==> config.mk <==
export PLATFORM = sky130hd
export DESIGN_NAME = dmem_unloader
export DESIGN_NICKNAME = d
export VERILOG_FILES = /design/src/rtl/dmem_unloader_pkg.sv /design/src/rtl/dmem_unloader_fifo.sv /design/src/rtl/dmem_unloader.sv
export SDC_FILE = /design/constraint.sdc
export NUM_CORES = 1
export LEC_CHECK = 0
export ABC_AREA = 0
export CAP_MARGIN = 10
export CORE_MARGIN = 2
export CORE_UTILIZATION = 35
export CTS_CLUSTER_SIZE = 25
export DETAILED_ROUTE_END_ITERATION = 10
export SETUP_SLACK_MARGIN = 0.15
export SLEW_MARGIN = 20
export SYNTH_ARGS = -nofsm -noshare
export SYNTH_HDL_FRONTEND = slang
export SYNTH_HIERARCHICAL = 1
export SYNTH_SLANG_ARGS = --single-unit
==> constraint.sdc <==
create_clock -name clk -period 3.4 [get_ports clk]
set_input_delay 0.68 -clock clk [delete_from_list [all_inputs] [get_ports clk]]
set_output_delay 0.68 -clock clk [all_outputs]
set_load 0.03 [all_outputs]
==> src/rtl/dmem_unloader_pkg.sv <==
// Shared definitions for the data-memory unloader.
//   state_e    : unloader FSM encoding (IDLE, READ, DRAIN, FIN)
//   WORD_BYTES : byte stride between consecutive dmem words
package dmem_unloader_pkg;

    typedef enum logic [1:0] {
        ST_IDLE  = 2'd0,
        ST_READ  = 2'd1,
        ST_DRAIN = 2'd2,
        ST_FIN   = 2'd3
    } state_e;

    localparam int unsigned WORD_BYTES = 4;

endpackage

==> src/rtl/dmem_unloader_fifo.sv <==
// unloader_fifo: small synchronous FIFO that buffers dmem read returns
// between the read port and the output stream.
// Ports:
//   clk, rst_n    clock, asynchronous active-low reset
//   push_i        write push_data_i (a push into a full FIFO is accepted
//                 only together with a pop)
//   pop_i         discard the head entry (ignored when empty)
//   head_o        current head entry
//   count_o       number of valid entries
module unloader_fifo #(
    parameter int W     = 8,
    parameter int DEPTH = 2,
    parameter int PTR_W = (DEPTH > 1) ? $clog2(DEPTH) : 1,
    parameter int CNT_W = $clog2(DEPTH + 1)
) (
    input  logic             clk,
    input  logic             rst_n,
    input  logic             push_i,
    input  logic [W-1:0]     push_data_i,
    input  logic             pop_i,
    output logic [W-1:0]     head_o,
    output logic [CNT_W-1:0] count_o
);

    logic [W-1:0]     mem_q [DEPTH];
    logic [PTR_W-1:0] wr_ptr_q;
    logic [PTR_W-1:0] rd_ptr_q;
    logic [CNT_W-1:0] count_q;
    logic             do_push_s;
    logic             do_pop_s;

    function automatic logic [PTR_W-1:0] next_ptr(input logic [PTR_W-1:0] p);
        if (p == PTR_W'(DEPTH - 1)) begin
            return '0;
        end else begin
            return p + PTR_W'(1);
        end
    endfunction

    // A pop frees the head slot this cycle, so a full FIFO can still take a push.
    assign do_pop_s  = pop_i && (count_q != '0);
    assign do_push_s = push_i && ((count_q != CNT_W'(DEPTH)) || do_pop_s);

    assign head_o  = mem_q[rd_ptr_q];
    assign count_o = count_q;

    // Storage, pointers and occupancy.
    always_ff @(posedge clk or negedge rst_n) begin
        if (!rst_n) begin
            for (int i = 0; i < DEPTH; i++) begin
                mem_q[i] <= '0;
            end
            wr_ptr_q <= '0;
            rd_ptr_q <= '0;
            count_q  <= '0;
        end else begin
            if (do_push_s) begin
                mem_q[wr_ptr_q] <= push_data_i;
                wr_ptr_q        <= next_ptr(wr_ptr_q);
            end
            if (do_pop_s) begin
                rd_ptr_q <= next_ptr(rd_ptr_q);
            end
            case ({do_push_s, do_pop_s})
                2'b10:   count_q <= count_q + CNT_W'(1);
                2'b01:   count_q <= count_q - CNT_W'(1);
                default: count_q <= count_q;
            endcase
        end
    end

endmodule

==> src/rtl/dmem_unloader.sv <==
// dmem_unloader: on a start pulse, reads word_count consecutive words from
// data memory starting at base_addr (word aligned) and streams each word with
// its byte address over a valid/ready port; done pulses after the last beat.
// Optional feature macro: DMEM_UNLOADER_ECC_EN adds out_serr (per-word ECC
// corrected flag) and serr_count (corrected words in the current run).
// Ports:
//   clk, rst                  clock, asynchronous active-low reset
//   start, base_addr,
//   word_count                run request (sampled in IDLE only)
//   dmem_re, dmem_raddr       dmem read request
//   dmem_rdata, dmem_s_err    read return, one cycle after dmem_re
//   out_valid/ready/data/
//   addr/last                 output stream
//   busy, done                run status
module dmem_unloader
    import dmem_unloader_pkg::*;
#(
    parameter int ADDR_W     = 32,
    parameter int DATA_W     = 32,
    parameter int CNT_W      = 10,
    parameter int FIFO_DEPTH = 2
) (
    input  logic              clk,
    input  logic              rst,
    input  logic              start,
    input  logic [ADDR_W-1:0] base_addr,
    input  logic [CNT_W-1:0]  word_count,
    output logic              dmem_re,
    output logic [ADDR_W-1:0] dmem_raddr,
    input  logic [DATA_W-1:0] dmem_rdata,
    input  logic              dmem_s_err,
    output logic              out_valid,
    input  logic              out_ready,
    output logic [DATA_W-1:0] out_data,
    output logic [ADDR_W-1:0] out_addr,
    output logic              out_last,
    output logic              busy,
    output logic              done
`ifdef DMEM_UNLOADER_ECC_EN
    ,
    output logic              out_serr,
    output logic [CNT_W-1:0]  serr_count
`endif
);

`ifdef DMEM_UNLOADER_ECC_EN
    localparam int FLAG_W = 1;
`else
    localparam int FLAG_W = 0;
`endif
    // FIFO entry layout, LSB first: [serr], last, data, addr.
    localparam int LAST_POS = FLAG_W;
    localparam int DATA_LSB = FLAG_W + 1;
    localparam int ADDR_LSB = FLAG_W + 1 + DATA_W;
    localparam int ENT_W    = ADDR_W + DATA_W + 1 + FLAG_W;
    localparam int FCNT_W   = $clog2(FIFO_DEPTH + 1);
    localparam int OCC_W    = FCNT_W + 1;

    state_e             state_q;
    logic [ADDR_W-1:0]  addr_q;
    logic [CNT_W-1:0]   remain_q;
    logic               infl_q;
    logic [ADDR_W-1:0]  infl_addr_q;
    logic               infl_last_q;
    logic               busy_q;
    logic               done_q;
    logic [ENT_W-1:0]   push_data_s;
    logic [ENT_W-1:0]   head_s;
    logic [FCNT_W-1:0]  fifo_count_s;
    logic [OCC_W-1:0]   occ_s;
    logic               valid_s;
    logic               pop_s;
    logic               issue_s;
    logic               unused_bits_s;

`ifdef DMEM_UNLOADER_ECC_EN
    logic [CNT_W-1:0]   serr_count_q;
    assign push_data_s   = {infl_addr_q, dmem_rdata, infl_last_q, dmem_s_err};
    assign out_serr      = valid_s ? head_s[0] : 1'b0;
    assign serr_count    = serr_count_q;
    assign unused_bits_s = ^base_addr[1:0];
`else
    assign push_data_s   = {infl_addr_q, dmem_rdata, infl_last_q};
    assign unused_bits_s = ^{base_addr[1:0], dmem_s_err};
`endif

    unloader_fifo #(
        .W     (ENT_W),
        .DEPTH (FIFO_DEPTH)
    ) u_fifo (
        .clk         (clk),
        .rst_n       (rst),
        .push_i      (infl_q),
        .push_data_i (push_data_s),
        .pop_i       (pop_s),
        .head_o      (head_s),
        .count_o     (fifo_count_s)
    );

    assign valid_s = (fifo_count_s != '0);
    assign pop_s   = valid_s && out_ready;

    // Occupancy after this cycle's pop plus the read still in flight; issuing
    // only while this stays below depth guarantees the return has a free slot
    // and sustains one word per cycle when the consumer keeps up.
    assign occ_s   = OCC_W'(fifo_count_s) - OCC_W'(pop_s) + OCC_W'(infl_q);
    assign issue_s = (state_q == ST_READ) && (occ_s < OCC_W'(FIFO_DEPTH));

    assign dmem_re    = issue_s;
    assign dmem_raddr = addr_q;
    assign out_valid  = valid_s;
    assign out_data   = valid_s ? head_s[DATA_LSB +: DATA_W] : '0;
    assign out_addr   = valid_s ? head_s[ADDR_LSB +: ADDR_W] : '0;
    assign out_last   = valid_s ? head_s[LAST_POS] : 1'b0;
    assign busy       = busy_q;
    assign done       = done_q;

    // Run control FSM with read issue bookkeeping and status outputs.
    always_ff @(posedge clk or negedge rst) begin
        if (!rst) begin
            state_q      <= ST_IDLE;
            addr_q       <= '0;
            remain_q     <= '0;
            infl_q       <= 1'b0;
            infl_addr_q  <= '0;
            infl_last_q  <= 1'b0;
            busy_q       <= 1'b0;
            done_q       <= 1'b0;
`ifdef DMEM_UNLOADER_ECC_EN
            serr_count_q <= '0;
`endif
        end else begin
            done_q <= 1'b0;
            infl_q <= issue_s;
            // busy rises with the accepted start and falls one cycle after FIN,
            // so it always brackets the done pulse.
            busy_q <= ((state_q == ST_IDLE) && start) || (state_q != ST_IDLE);
            if (issue_s) begin
                infl_addr_q <= addr_q;
                infl_last_q <= (remain_q == CNT_W'(1));
                addr_q      <= addr_q + ADDR_W'(WORD_BYTES);
                remain_q    <= remain_q - CNT_W'(1);
            end
`ifdef DMEM_UNLOADER_ECC_EN
            if (infl_q && dmem_s_err && (serr_count_q != '1)) begin
                serr_count_q <= serr_count_q + CNT_W'(1);
            end
`endif
            case (state_q)
                ST_IDLE: begin
                    if (start) begin
                        addr_q   <= {base_addr[ADDR_W-1:2], 2'b00};
                        remain_q <= word_count;
`ifdef DMEM_UNLOADER_ECC_EN
                        serr_count_q <= '0;
`endif
                        if (word_count == '0) begin
                            state_q <= ST_FIN;
                            done_q  <= 1'b1;
                        end else begin
                            state_q <= ST_READ;
                        end
                    end
                end
                ST_READ: begin
                    if (issue_s && (remain_q == CNT_W'(1))) begin
                        state_q <= ST_DRAIN;
                    end
                end
                ST_DRAIN: begin
                    // The last-flagged word is the final entry, so its pop empties the FIFO.
                    if (pop_s && head_s[LAST_POS]) begin
                        state_q <= ST_FIN;
                        done_q  <= 1'b1;
                    end
                end
                ST_FIN: begin
                    state_q <= ST_IDLE;
                end
                default: begin
                    state_q <= ST_IDLE;
                end
            endcase
        end
    end

endmodule

==> results of run 1 <==
[logic make-up (layout without fill, tap and decap cells)]
family                   Yosys count  count (layout)  share of synthesized area (%)
AO/OA/AOI/OAI                     54              54                           2.92
XOR/XNOR                          39              39                           3.42
adder cells (fa/ha/maj)            8               8                           1.05
buffers and inverters             55             257                           3.13
flip-flops                       210             210                           51.5
multiplexers                     197             197                           23.6
other                              1               7                         0.0368
AND/OR/NAND/NOR                  289             289                           14.4
[registers in the layout (all words and copies together), names as in the netlist]
signal           cells
infl_addr_q         30
u_fifo/count_o       2
remain_q            10
infl_last_q          1
dmem_raddr          30
u_fifo/mem_q       130
busy                 1
done                 1
u_fifo/rd_ptr_q      1
u_fifo/wr_ptr_q      1
state_q              2
infl_q               1
[worst paths after layout]
| kind | from | end | slack (ps) |
|---|---|---|---|
| setup / recovery | u_fifo/count_o[0]$_DFFE_PN0P_ | out_addr[6] | 270 |
| hold / removal | rst | u_fifo/mem_q[8]$_DFFE_PN0P_ | 140 |
| setup reg to reg | u_fifo/count_o[0]$_DFFE_PN0P_ | state_q[1]$_DFFE_PN0P_ | 670 |
| hold reg to reg | u_fifo/mem_q[75]$_DFFE_PN0P_ | u_fifo/mem_q[75]$_DFFE_PN0P_ | 480 |
| max in group asynchronous | rst | u_fifo/mem_q[83]$_DFFE_PN0P_ | 2460 |
| min in group clk | u_fifo/mem_q[75]$_DFFE_PN0P_ | u_fifo/mem_q[75]$_DFFE_PN0P_ | 480 |
[worst max-delay path: cells and delay by family (launching register included)]
kind / cells / cell delay, ps
flops: 1 / 400
simple gates: 2 / 470
buf+inv: 3 / 1050
[timing repair]
item                       4_1_cts  5_1_grt
resized for setup                5        1
setup endpoints to repair        1        1
buffers inserted                 3        0
[metal layers]
| metal | track usage [%] | part of all wire [%] |
|---|---|---|
| met1 | 24.4 | 51 |
| met2 | 23.7 | 42 |
| met3 | 2.57 | 4.8 |
| met4 | 3.33 | 2.0 |
| met5 | 0 | 0 |
[area by class of cell]
type                       count  area share [%]
sequential                   210            39.5
multi-input combinational    593            35.0
timing repair buffer         206            15.6
clock buffer                  37            5.33
tap                          384            3.61
clock inverter                 4           0.639
inverter                      10           0.301
antenna                        1          0.0188
[power by group through the flow]
stage          Combinational, mW  Clock, mW  Sequential, mW
5_1_grt                     7.60       2.79            4.65
6_report                    7.06       2.59            4.49
2_1_floorplan               4.44          0            4.59
3_5_place_dp                7.06          0            4.54
3_3_place_gp                7.01          0            4.50
4_1_cts                     7.15       2.68            4.49
[cells in the mapped netlist, drive strengths merged (2+ instances only)]
| cell | number | area (µm²) |
|---|---|---|
| nor2 | 20 | 82.6 |
| a31oi | 6 | 37.5 |
| nor3b | 3 | 32.5 |
| and2 | 67 | 419 |
| clkbuf | 18 | 67.6 |
| nor2b | 2 | 12.5 |
| or2 | 2 | 12.5 |
| or3 | 5 | 31.3 |
| o21ai | 41 | 205 |
| inv | 10 | 37.5 |
| or4 | 2 | 18.8 |
| dfrtp | 210 | 5260 |
| nor4 | 7 | 80.1 |
| mux2 | 196 | 2390 |
| nand4 | 15 | 93.8 |
| nor3 | 6 | 40.0 |
| nand2 | 138 | 518 |
| ha | 7 | 87.6 |
| and3 | 6 | 37.5 |
| buf | 27 | 214 |
| nand3 | 14 | 70.1 |
| a21oi | 2 | 10.0 |
| xor2 | 25 | 226 |
| xnor2 | 14 | 123 |
==> flow_metrics.tcl, run 1 <==
set metrics [dict create \
    critPathKind "flip-flop to output pin" \
    finalWeightedCongestion 0.768 \
    finalInstanceArea_um2 13300 \
    antenna_violations_before_repair 0 \
    routed_wire_length_per_instance_um 16.7 \
    synthArstFlopShare_pct 100 \
    setup_slack_ps 272 \
    total_of_flip_flops_plus_latches_after_synthesis 210 \
    finalSetupViolCount 0 \
    grt_pass1_vias 7118 \
    dp_slack_ps -83.3 \
    numPortBuffers 174 \
    finalCriticalPeriod_ps 3130 \
    max_freq_ghz 0.320 \
    worst_ir_drop_vdd_v 0.000538 \
    final_common_cell "dfrtp_1" \
    path_cells "buf_4 -> or2_2 -> buf_4 -> and2_1 -> clkdlybuf4s50_1" \
    post-place-cells 1400 \
    route.detailed.vias_per_inst 4.72 \
    synth_area_per_cell_um2 12.0 \
    drt-pass1-iter-count 5 \
    overflow 0 \
    sw_frac_of_total_pct 38.7 \
    dieWidth_um 175 \
    postPlaceCellArea_um2 12500 \
    worst_slew_margin_rel_pct 61.0 \
    post-route-period-util_pct 92.0 \
    ys_types 48 \
    cts_tree "yes" \
    fillerInstances 2662 \
    grt_pass1_wl_um 39300 \
    final_setup_skew_ps 31.3 \
    die-height_um 175 \
    layout.cells.non_filler 1445 \
    cp_slowest_cell "clkdlybuf4s50_1" \
    most-common-layout-cells "207 x dfrtp_1, 171 x clkdlybuf4s50_1, 138 x nand2_1, 95 x mux2_2, 66 x and2_1" \
    core_area_um2 28700 \
    numClockSinks 210 \
    yosysWarnings 6 \
    fp.dieArea_um2 30500 \
    synthToLayoutAreaGrowth_pct 30.5 \
    cellLeakagePower_nw 5.75 \
    syn_inst 853 \
    report.final.hold_viol_count 0 \
    place_hpwl_um 16100 \
    rsz0062_at_grt "no" \
    finalWirelength_um 24100 \
    timing.critical_path.fanout_max 32 \
    holdWs_ps 138 \
    clock_tree.htree_level_count 1 \
    seqPwrFrac_pct 31.8 \
    timing_max_transition_violations_final 0 \
    insertion_delay_ps 530 \
    totalNegativeSetupSlack_ps 0 \
    worst_path_most_repeated_cell "buf_4" \
    mapped_cell_area_um2 10200 \
    power_density_nw_per_um2 1060 \
    routed-via-count 6816 \
    hold_path_class "primary input to asynchronous set/reset pin" \
    grt.total_usage_pct 15.9 \
    largest_net_degree_at_the_start_of_global_routing 73 \
    timing.critical_path.from_type "flip-flop" \
    floorplan.rows 62 \
    initial_core_util_pct 35.5 \
    worst_pin_slew_ps 585 \
    cts_max_path_buffers 3 \
    ioPinCount 180 \
    clkTransAtPathRegs_ps 60 \
    worst_path_largest_cell_delay_ps 660 \
    fraction_of_final_layout_cells_with_drive_strength_greater_than_1_pct 22.0 \
    finalCoreUtilization_pct 46.4 \
    cts_root_buf "clkbuf_16" \
    detail-route-antenna-nets 0 \
    power.internal_mw 8.67 \
    critical_path.endpoint_type "output pin" \
    clock_power_share_pct 18.3 \
    multiInputGateArea_um2 4670 \
    combinationalPowerShare_pct 49.9 \
    detailedRoute.firstIterationViolations 443 \
    maxCapViolCount 0 \
    worst-r2r-cell-count 9 \
    number_of_buffers_added_by_the_clock_tree_synthesis_step 24 \
    crit_required_ps 2720 \
    total_power_of_the_final_layout_mw 14.1 \
    run_status "complete, no violations" \
    number_of_synthesized_flops_with_an_enable_pin 0 \
    residual_drc 0 \
    ys_seq_area_share_pct 51.5 \
    nNetsFinal 1132 \
    worstPathArrival_ps 2450 \
    net-switching-power_mw 5.47 \
    synth_top_flop_cell "dfrtp_1" \
    cts-hold-fix-buffers 0 \
    seqCellArea_um2 5260 \
]
Power figures use the tool's default switching activity.
==> run 2: changes to the inputs <==
CORE_MARGIN = 1   (was 2)
PLACE_DENSITY = 0.64   (was not set)
==> flow_metrics.tcl, run 2 (synthesis results as in run 1) <==
set metrics [dict create \
    run_status "complete, no violations" \
    core_area_um2 28700 \
    floorplan.rows 62 \
    timing.critical_path.from_type "flip-flop" \
    grt_pass1_wl_um 39800 \
    clock_tree.htree_level_count 1 \
    finalWirelength_um 24500 \
    worstPathArrival_ps 2520 \
    power_density_nw_per_um2 1080 \
    insertion_delay_ps 530 \
    grtUsageMet2_pct 25.3 \
    cts_tree "yes" \
    routed_wire_length_per_instance_um 16.8 \
    cp_num_buf_inv 4 \
    finalWeightedCongestion 0.779 \
    initial_core_util_pct 35.5 \
    post-route-period-util_pct 94.0 \
    worst_ir_drop_vdd_v 0.000479 \
    worst_path_most_repeated_cell "buf_4" \
    numClockSinks 210 \
    overflow 0 \
    holdWs_ps 190 \
    top_register "u_fifo/mem_q" \
    maxCapViolCount 0 \
    ioPinCount 180 \
    timing_max_transition_violations_final 0 \
    numPortBuffers 174 \
    crit_required_ps 2720 \
    critical-path-top-delay-family "adder cells" \
    most-common-layout-cells "208 x dfrtp_1, 170 x clkdlybuf4s50_1, 137 x nand2_1, 95 x mux2_2, 66 x and2_1" \
    final_common_cell "dfrtp_1" \
    finalCriticalPeriod_ps 3200 \
    residual_drc 0 \
    critPathKind "flip-flop to output pin" \
    nNetsFinal 1141 \
    critical_path.startpoint "u_fifo/count_o[1]$_DFFE_PN0P_" \
    total_power_of_the_final_layout_mw 14.6 \
    drt-pass1-iter-count 4 \
    globalRouteMet3Util_pct 2.90 \
    final_setup_skew_ps 14.3 \
    place_hpwl_um 16200 \
    report.final.hold_viol_count 0 \
    detail-route-antenna-nets 0 \
    fraction_of_final_layout_cells_with_drive_strength_greater_than_1_pct 23.1 \
    grt_pass1_vias 7151 \
    totalNegativeSetupSlack_ps 0 \
    finalInstanceArea_um2 13500 \
    gr-max-usage-layer "met2" \
    cts_max_path_buffers 3 \
    worst_path_largest_cell_delay_ps 560 \
    worst_pin_slew_ps 799 \
    antenna_violations_before_repair 0 \
    worst_r2r_startpoint "u_fifo/count_o[1]$_DFFE_PN0P_" \
    critical_path.endpoint_type "output pin" \
    dieWidth_um 173 \
    path_cells "buf_4 -> and3b_1 -> buf_4 -> fa_2 -> nand2_2 -> or2_4 -> inv_2 -> buf_6" \
    worst_slew_margin_rel_pct 46.8 \
    cts-hold-fix-buffers 0 \
    route.detailed.vias_per_inst 4.77 \
    number_of_buffers_added_by_the_clock_tree_synthesis_step 25 \
    rsz0062_at_grt "yes" \
    n_antenna_cell 0 \
    cp_slowest_cell "fa_2" \
    groute.layer.met1.usage_pct 23.8 \
    max_freq_ghz 0.313 \
    grt.total_usage_pct 16.4 \
    routed-via-count 6943 \
    die-height_um 173 \
    finalSetupViolCount 0 \
    timing.critical_path.fanout_max 4 \
    hold_path_class "primary input to asynchronous set/reset pin" \
    largest_net_degree_at_the_start_of_global_routing 85 \
    cts_root_buf "clkbuf_16" \
    synthToLayoutAreaGrowth_pct 32.4 \
    postPlaceCellArea_um2 12500 \
    cellLeakagePower_nw 5.87 \
    largest_register_ffs 130 \
    detailedRoute.firstIterationViolations 334 \
    clkTransAtPathRegs_ps 60 \
    fp.dieArea_um2 29800 \
]
[run 2: per-layer routing]
metal	part of all wire (%)	vias up
met1	49	3425
met5	0	-
met3	5.0	34
met4	2.2	0
met2	44	173
li1	-	3311
[run 2: stage by stage]
stage | util (%) | instances | worst slack [ps]
after floorplan | - | 858 | 173
after global placement | 43.6 | 1401 | -24.0
after detailed placement | 43.6 | 1401 | -40.1
after CTS | 46.8 | 1447 | 151
after global routing | 47.0 | 1455 | 111
final | 47.0 | 1455 | 203
[run 2: power by group]
| group | leakage [nW] | internal (mW) | switching (mW) | total (mW) |
|---|---|---|---|---|
| combinational | 2.83 | 3.55 | 3.62 | 7.17 |
| clock | 0.437 | 1.81 | 1.06 | 2.87 |
| sequential | 2.61 | 3.63 | 0.885 | 4.52 |
[run 2: worst paths after layout]
kind	to	slack [ps]	depth (start not counted)
setup reg to reg	state_q[1]$_DFFE_PN0P_	550	10
setup / recovery	dmem_re	200	8
min in group clk	u_fifo/mem_q[111]$_DFFE_PN0P_	480	1
hold reg to reg	u_fifo/mem_q[111]$_DFFE_PN0P_	480	1
hold / removal	u_fifo/mem_q[77]$_DFFE_PN0P_	190	1
max in group asynchronous	u_fifo/mem_q[40]$_DFFE_PN0P_	2320	2
[run 2: area by class of cell]
class	instances	area, µm²
flip-flops and latches	210	5260
repair buffers	213	2140
well taps	384	480
inverters	10	37.5
clock inverters	8	158
clock buffers	36	737
fillers	2634	15200
multi-input cells	594	4690
[run 2: timing repair]
action,4_1_cts,5_1_grt
setup endpoints to repair,66,27
setup buffers,2,7
hold endpoints to repair,0,0
gates cloned,0,1
gates resized for setup,6,4
pin swaps,1,4
